$ cat config.mk
export PLATFORM = sky130hd
export DESIGN_NAME = dcm_rst_seq
export DESIGN_NICKNAME = d
export VERILOG_FILES = /design/src/rtl/dcm_rst_seq.sv
export SDC_FILE = /design/constraint.sdc
export NUM_CORES = 1
export LEC_CHECK = 0
export CAP_MARGIN = 20
export CORE_MARGIN = 3
export CORE_UTILIZATION = 62
export DETAILED_ROUTE_END_ITERATION = 10
export GPL_TIMING_DRIVEN = 0
export PLACE_DENSITY_LB_ADDON = 0.15
export SETUP_SLACK_MARGIN = 0.4
export SYNTH_ARGS = -nofsm -noshare
export SYNTH_HDL_FRONTEND = slang
export SYNTH_SLANG_ARGS = --single-unit
$ cat constraint.sdc
create_clock -name clk48 -period 4.7 [get_ports clk48]
set_input_delay 0.47 -clock clk48 [delete_from_list [all_inputs] [get_ports clk48]]
set_output_delay 0.47 -clock clk48 [all_outputs]
set_load 0.02 [all_outputs]
$ cat src/rtl/dcm_rst_seq.sv
// dcm_rst_seq: two-stage DCM reset sequencer.
// Brings up the first-stage DCM, then the second-stage DCM fed from it, and
// waits for both locks to stay up through a settle window before releasing
// downstream logic. Failed attempts are retried until the budget runs out.
module dcm_rst_seq #(
   parameter int RST_CYCLES    = 16,
   parameter int LOCK_TIMEOUT  = 65535,
   parameter int SETTLE_CYCLES = 1024,
   parameter int MAX_RETRY     = 7
) (
   input  logic       clk48,
   input  logic       rst,
   input  logic       lock_a,
   input  logic       lock_b,
   output logic       dcm_rst_a,
   output logic       dcm_rst_b,
   output logic       user_rst,
   output logic       clk_ok,
   output logic [2:0] retry_cnt,
   output logic       fail
);

   typedef enum logic [2:0] {
      S_RST_A, S_WAIT_A, S_RST_B, S_WAIT_B, S_SETTLE, S_RUN, S_FAIL
   } state_t;

   // Counter runs 0..N-1 inside a state; the last value marks expiry.
   localparam logic [15:0] RST_LAST    = 16'(RST_CYCLES - 1);
   localparam logic [15:0] TO_LAST     = 16'(LOCK_TIMEOUT - 1);
   localparam logic [15:0] SETTLE_LAST = 16'(SETTLE_CYCLES - 1);
   localparam logic [2:0]  RETRY_LAST  = 3'(MAX_RETRY - 1);

   state_t      state, next_state;
   logic [15:0] cnt;
   logic        lock_a_q1, lock_a_s, lock_b_q1, lock_b_s;
   logic        attempt_fail;
   logic        both_lock;

   logic        dcm_rst_a_nxt, dcm_rst_b_nxt, user_rst_nxt, clk_ok_nxt, fail_nxt;
   logic [2:0]  retry_nxt;

   assign both_lock = lock_a_s & lock_b_s;

   // Two-flop synchronizers for the asynchronous lock inputs.
   always_ff @(posedge clk48 or posedge rst) begin
      if (rst) begin
         lock_a_q1 <= 1'b0;
         lock_a_s  <= 1'b0;
         lock_b_q1 <= 1'b0;
         lock_b_s  <= 1'b0;
      end else begin
         lock_a_q1 <= lock_a;
         lock_a_s  <= lock_a_q1;
         lock_b_q1 <= lock_b;
         lock_b_s  <= lock_b_q1;
      end
   end

   // State register.
   always_ff @(posedge clk48 or posedge rst) begin
      if (rst) state <= S_RST_A;
      else     state <= next_state;
   end

   // Next-state logic; a lock seen on an expiry cycle takes precedence.
   always_comb begin
      next_state   = state;
      attempt_fail = 1'b0;
      case (state)
         S_RST_A:  if (cnt == RST_LAST) next_state = S_WAIT_A;
         S_WAIT_A: begin
            if (lock_a_s)             next_state = S_RST_B;
            else if (cnt == TO_LAST)  attempt_fail = 1'b1;
         end
         S_RST_B: begin
            if (!lock_a_s)            attempt_fail = 1'b1;
            else if (cnt == RST_LAST) next_state = S_WAIT_B;
         end
         S_WAIT_B: begin
            if (!lock_a_s)            attempt_fail = 1'b1;
            else if (lock_b_s)        next_state = S_SETTLE;
            else if (cnt == TO_LAST)  attempt_fail = 1'b1;
         end
         S_SETTLE: begin
            if (!both_lock)              attempt_fail = 1'b1;
            else if (cnt == SETTLE_LAST) next_state = S_RUN;
         end
         S_RUN:    if (!both_lock) next_state = S_RST_A;
         S_FAIL:   next_state = S_FAIL;
         default:  next_state = S_RST_A;
      endcase
      if (attempt_fail)
         next_state = (retry_cnt == RETRY_LAST) ? S_FAIL : S_RST_A;
   end

   // Output decode from the next state so the output flops track the state flop.
   always_comb begin
      dcm_rst_a_nxt = 1'b1;
      dcm_rst_b_nxt = 1'b1;
      user_rst_nxt  = 1'b1;
      clk_ok_nxt    = 1'b0;
      fail_nxt      = 1'b0;
      retry_nxt     = retry_cnt;
      case (next_state)
         S_WAIT_A, S_RST_B: dcm_rst_a_nxt = 1'b0;
         S_WAIT_B, S_SETTLE: begin
            dcm_rst_a_nxt = 1'b0;
            dcm_rst_b_nxt = 1'b0;
         end
         S_RUN: begin
            dcm_rst_a_nxt = 1'b0;
            dcm_rst_b_nxt = 1'b0;
            user_rst_nxt  = 1'b0;
            clk_ok_nxt    = 1'b1;
         end
         S_FAIL:  fail_nxt = 1'b1;
         default: ;
      endcase
      if (attempt_fail && retry_cnt != 3'd7)
         retry_nxt = retry_cnt + 3'd1;
      if (next_state == S_RUN)
         retry_nxt = 3'd0;
   end

   // Registered outputs.
   always_ff @(posedge clk48 or posedge rst) begin
      if (rst) begin
         dcm_rst_a <= 1'b1;
         dcm_rst_b <= 1'b1;
         user_rst  <= 1'b1;
         clk_ok    <= 1'b0;
         fail      <= 1'b0;
         retry_cnt <= 3'd0;
      end else begin
         dcm_rst_a <= dcm_rst_a_nxt;
         dcm_rst_b <= dcm_rst_b_nxt;
         user_rst  <= user_rst_nxt;
         clk_ok    <= clk_ok_nxt;
         fail      <= fail_nxt;
         retry_cnt <= retry_nxt;
      end
   end

   // Shared interval counter: cleared on every state entry, idle in RUN/FAIL.
   always_ff @(posedge clk48 or posedge rst) begin
      if (rst)                             cnt <= '0;
      else if (next_state != state)        cnt <= '0;
      else if (state inside {S_RUN, S_FAIL}) cnt <= cnt;
      else                                 cnt <= cnt + 16'd1;
   end

endmodule
== Word-level counts from Yosys, hierarchy flattened ==
Index checks and enable logic that the tools add are counted.

* Bitwise operators: 1
* $mul: 0
* Shift-type cells: 0
* Magnitude comparators: 0
* $add $sub $neg: 2
* Equality and inequality tests: 19
* Muxes and demuxes: 28
* Reduce and logical (&&, ||, !) cells: 6
* Div/mod/pow operators: 0

{| class="wikitable"
|+ Operator list
! operator !! number
|-
| $mux W3 || 13
|-
| $mux W16 || 2
|-
| $eq A3 B3 Y1 const B || 7
|-
| $pmux W3 S7 || 1
|-
| $add A16 B1 Y16 const B || 1
|-
| $eq A16 B10 Y1 const B || 1
|-
| $eq A16 B16 Y1 const B || 1
|-
| $eq A16 B4 Y1 const B || 1
|-
| $eq A3 B2 Y1 const B || 4
|-
| $mux W1 || 11
|-
| $eq A3 B1 Y1 const B || 2
|-
| $reduce_or A5 Y1 || 1
|-
| $pmux W1 S4 || 1
|-
| $reduce_bool A2 Y1 || 2
|-
| $add A3 B1 Y3 const B || 1
|-
| $logic_not A3 Y1 || 1
|-
| $ne A3 B3 Y1 || 1
|-
| $ne A3 B3 Y1 const B || 1
|-
| $reduce_or A3 Y1 || 1
|-
| $ne A2 B2 Y1 const B || 1
|-
| $and A1 B1 Y1 || 1
|-
| $logic_and A1 B1 Y1 || 1
|}

* Bits in latches: 0
* Memories kept: 0
* RAM bits: 0
* ROM bits: 0
* Input bits: 4
* Logic and storage cells: 68
* Output and inout port bits: 8
* Register bits: 31

== Depth between registers and ports, before layout ==
* Depth after elaboration: 9
* Depth in mapped cells: 9
* Gate-level depth less buffers: 7

== Worst setup path before layout ==
OpenSTA, ideal clock, no wires.

* Path kind: register to register
* Start point: register state[0]
* End point: register cnt[0]
* Cell stages (with the launch flop): 8
* Data arrival time: 2,100 ps
* Slack: 2,468 ps
* Period minus slack after synthesis: 2,232 ps
* Required time: 4,569 ps
* Cells stage by stage: dfrtp_1 -> buf_2 -> and2b_1 -> nand4_1 -> o31ai_4 -> mux2i_1 -> buf_2 -> a211oi_2

* Word-level cells in the longest chain between the ends: 6

{| class="wikitable"
|+ RTL lines
! element !! line !! text
|-
| start, declared || 33 || <nowiki>state_t state, next_state;</nowiki>
|-
| start signal, assigned || 62 || <nowiki>else state <= next_state;</nowiki>
|-
| $mux W3 (on tied branches) || 86, 77, 81 ||
|-
| $mux W3 (on tied branches) || 85, 76, 80 ||
|-
| $pmux W3 S7 || 69 || <nowiki>case (state)</nowiki>
|-
| $mux W3 || 92 || <nowiki>if (attempt_fail)</nowiki>
|-
| $ne A3 B3 Y1 || 147 || <nowiki>else if (next_state != state) cnt <= '0;</nowiki>
|-
| $ne A2 B2 Y1 (no line) / $mux W16 (equally long branches) || n/a ||
|-
| end signal, assigned || 148 || <nowiki>else if (state inside {S_RUN, S_FAIL}) cnt <= cnt;</nowiki>
|-
| end signal, assigned || 149 || <nowiki>else cnt <= cnt + 16'd1;</nowiki>
|-
| end, declared || 34 || <nowiki>logic [15:0] cnt;</nowiki>
|}

Several ways; a longest one is shown, not always the timed one.
A chain may end at the register's enable or synchronous reset.

== Final worst setup path ==
Same ends and word-level chain as after synthesis.

==> metrics.txt <==
Synth async-reset ratio=1.00; R2R Path Start=state[0]; final design utilization=0.780; Gate Count Post-Synth=169; max cap viols=0; worst slew pin tran=just under 0.8 ns; GRT Total Usage=0.230; Min-Delay Startpoint=lock_b_q1; Routed wire per std cell=roughly 16 um; HP Class=flop to flop; cells on worst reg2reg path=7; Hold Path Cell Cnt=0; Final HPWL DP=approximately 2.5 mm; Residual DRC=0; commonest cells after routing, fill and taps aside=dfrtp_1, nand2_1, a211oi_2, clkdlybuf4s50_1; # Post-CTS Setup Buffers=0; Core Area=between 0.002 and 0.003 mm2; port bufs=11; Max Fanout on Critical Path=10; Tmin final=about 2.8 ns; final WL=3.50 mm; RSZ-0062 raised after global routing=no; commonest non-fill, non-tap cell in the layout=dfrtp_1; Placed Instances=210; wire length of the first global-routing pass=approximately 6.0 mm; Min-Delay Endpoint=lock_b_s; largest net degree at the start of global routing=32; post-synth top area share=0.396; root buffer cell=clkbuf_4; Die Wd=about 60 um; vias per cell=6.22; Setup TNS Final=0 ns; row count=18; number of synthesized flops with an enable pin=0; Critical Path AT=2.96 ns; Slew Limit Fails=0; design area=0.00202 mm2; placed inst area=~0.0019 mm2; post_cts resized=0; initial antenna violation count=0; synthesized area=between 0.0015 and 0.002 mm2; CP Cell Sequence=buf_2, and2b_1, nand4_1, o31ai_4, mux2i_1, buf_2, a211oi_2; Fmax=between 300 and 400 MHz; max incr delay on CP=about 0.65 ns; status=finished, final reports clean; final hold viol count=0; CP max stage cell=mux2i_1; Lkg Pwr=0.839 nW; vias in the first global route=about 1300; Crit path required time=4.91 ns; Pre-Repair DR Iteration Count=4; R2R setup slack=between 1.5 and 2 ns; Worst-path clk slew=approximately 0.10 ns; Crit Path Category=flop to flop; TritonCTS clock tree=built; GPL Wtd Cong=0.814; Final Setup Violations=0; H-tree lvl count=2; io pins=12; synthesized flop and latch total=31; hold buffer count at CTS=0; chip height=about 59 um; antenna diode count=0; clk_skew=~0.013 ns; Largest regs=cnt x16, retry_cnt x3, state x3; maximum vdd drop=slightly below 0.0005 V; P&R area growth vs syn=14.1%; post-synthesis sequential area ratio=0.440; post-route ant nets=0; Initial Util=0.684; GRT overflow=0; Top FF cell, synth=dfrtp_1; CTS Buf Count=5; syn_area_per_cell=roughly 10 um2; most frequent CP cell=buf_2; DIE AREA=roughly 0.0035 mm2; FF-to-FF End=cnt[0]; PwrDens=a little under 500 mW/mm2; crit path launch type=flop; Ys Warns=0; Tcrit/Tclk final=0.585; via count=roughly 1400; Iter 0 DRT Violations=just over 60; proportion of layout cells with a drive suffix above 1=0.185; leading area contributor after synthesis=dfrtp_1; Net Count, Synth=roughly 180; Finished Layout Cells=~220; clk sinks=31; clk buf depth=2; nets=between 150 and 200; Yosys cell types=41; CP endpoint kind=flop; relative slew slack=0.476; clk_lat worst skew=0.34 ns; Largest Register=cnt; Area contributors post-synth=dfrtp_1, a211oi_2, dfstp_2, xnor2_1, xor2_1; Largest register FFs=16
cells by family (layout without fill, tap and decap cells):
family                   count (synthesis)  count (layout)  share of synthesized area
buffers and inverters                   17              37                     0.0466
AO/OA/AOI/OAI                           48              48                      0.225
AND/OR/NAND/NOR                         50              50                      0.163
multiplexers                             2               2                     0.0113
flip-flops                              31              31                      0.440
XOR/XNOR                                16              16                     0.0792
adder cells (fa/ha/maj)                  5               5                     0.0353
worst max-delay path by stage:
| stage | start | to | slack [ns] | depth (start not counted) |
|---|---|---|---|---|
| after global placement | state[0] | cnt[7] | 2.07 | 7 |
| after global routing | state[0] | cnt[15] | 1.77 | 7 |
| final | state[0] | cnt[0] | 1.95 | 7 |
| after detailed placement | state[0] | cnt[0] | 2.03 | 7 |
| after CTS | state[0] | cnt[0] | 1.99 | 7 |
| after floorplan | state[0] | cnt[0] | 2.47 | 7 |
where the power goes:
group	switching (mW)	leakage (nW)	internal, mW
Sequential	0.0546	0.398	0.323
Clock	0.0920	0.0482	0.126
Combinational	0.230	0.393	0.175
critical path, delay by kind of cell (launching register included):
family,cells,cell delay (ns)
DFF,1,0.40
and+or+nand+nor,2,0.37
muxes,1,0.65
AOI/OAI and AO/OA,2,0.55
buffers and inverters,2,0.65
layout make-up:
class	count	area (um2)
Sequential cell	31	779
Inverter	9	33.8
Clock buffer	6	51.3
Tap cell	30	37.5
Multi-Input combinational cell	121	908
Fill cell	177	571
Clock inverter	2	35.0
Timing Repair Buffer	12	125
Buffer	8	48.8
metrics by stage:
stage	setup slack (ns)	hold slack, ns	power, mW
after CTS	1.99	0.365	1.00
after detailed placement	2.03	0.342	0.777
final	1.95	0.362	1.00
after floorplan	2.47	0.331	0.675
after global placement	2.07	0.333	0.762
after global routing	1.77	0.380	1.07
layer usage:
layer | part of all wire | GRT usage | up-vias | wire length [um]
li1 | - | - | 664 | -
met1 | 0.46 | 0.282 | 664 | 1600
met2 | 0.49 | 0.371 | 29 | 1720
met3 | 0.041 | 0.0763 | 6 | 143
met4 | 0.012 | 0.0939 | 0 | 43
met5 | 0 | 0 | - | 0
synthesized netlist by cell type (all sizes together) (2+ instances only):
cell and count:
a211oi 18, a21oi 8, a31oi 4, and2 3, and3 2, and4 3, buf 6, clkbuf 2
dfrtp 28, dfstp 3, ha 5, inv 9, mux2i 2, nand2 13, nand3 9, nand4 4
nor2 4, nor2b 2, nor3 3, o211ai 2, o21ai 9, xnor2 8, xor2 8
Power figures use the tool's default switching activity.
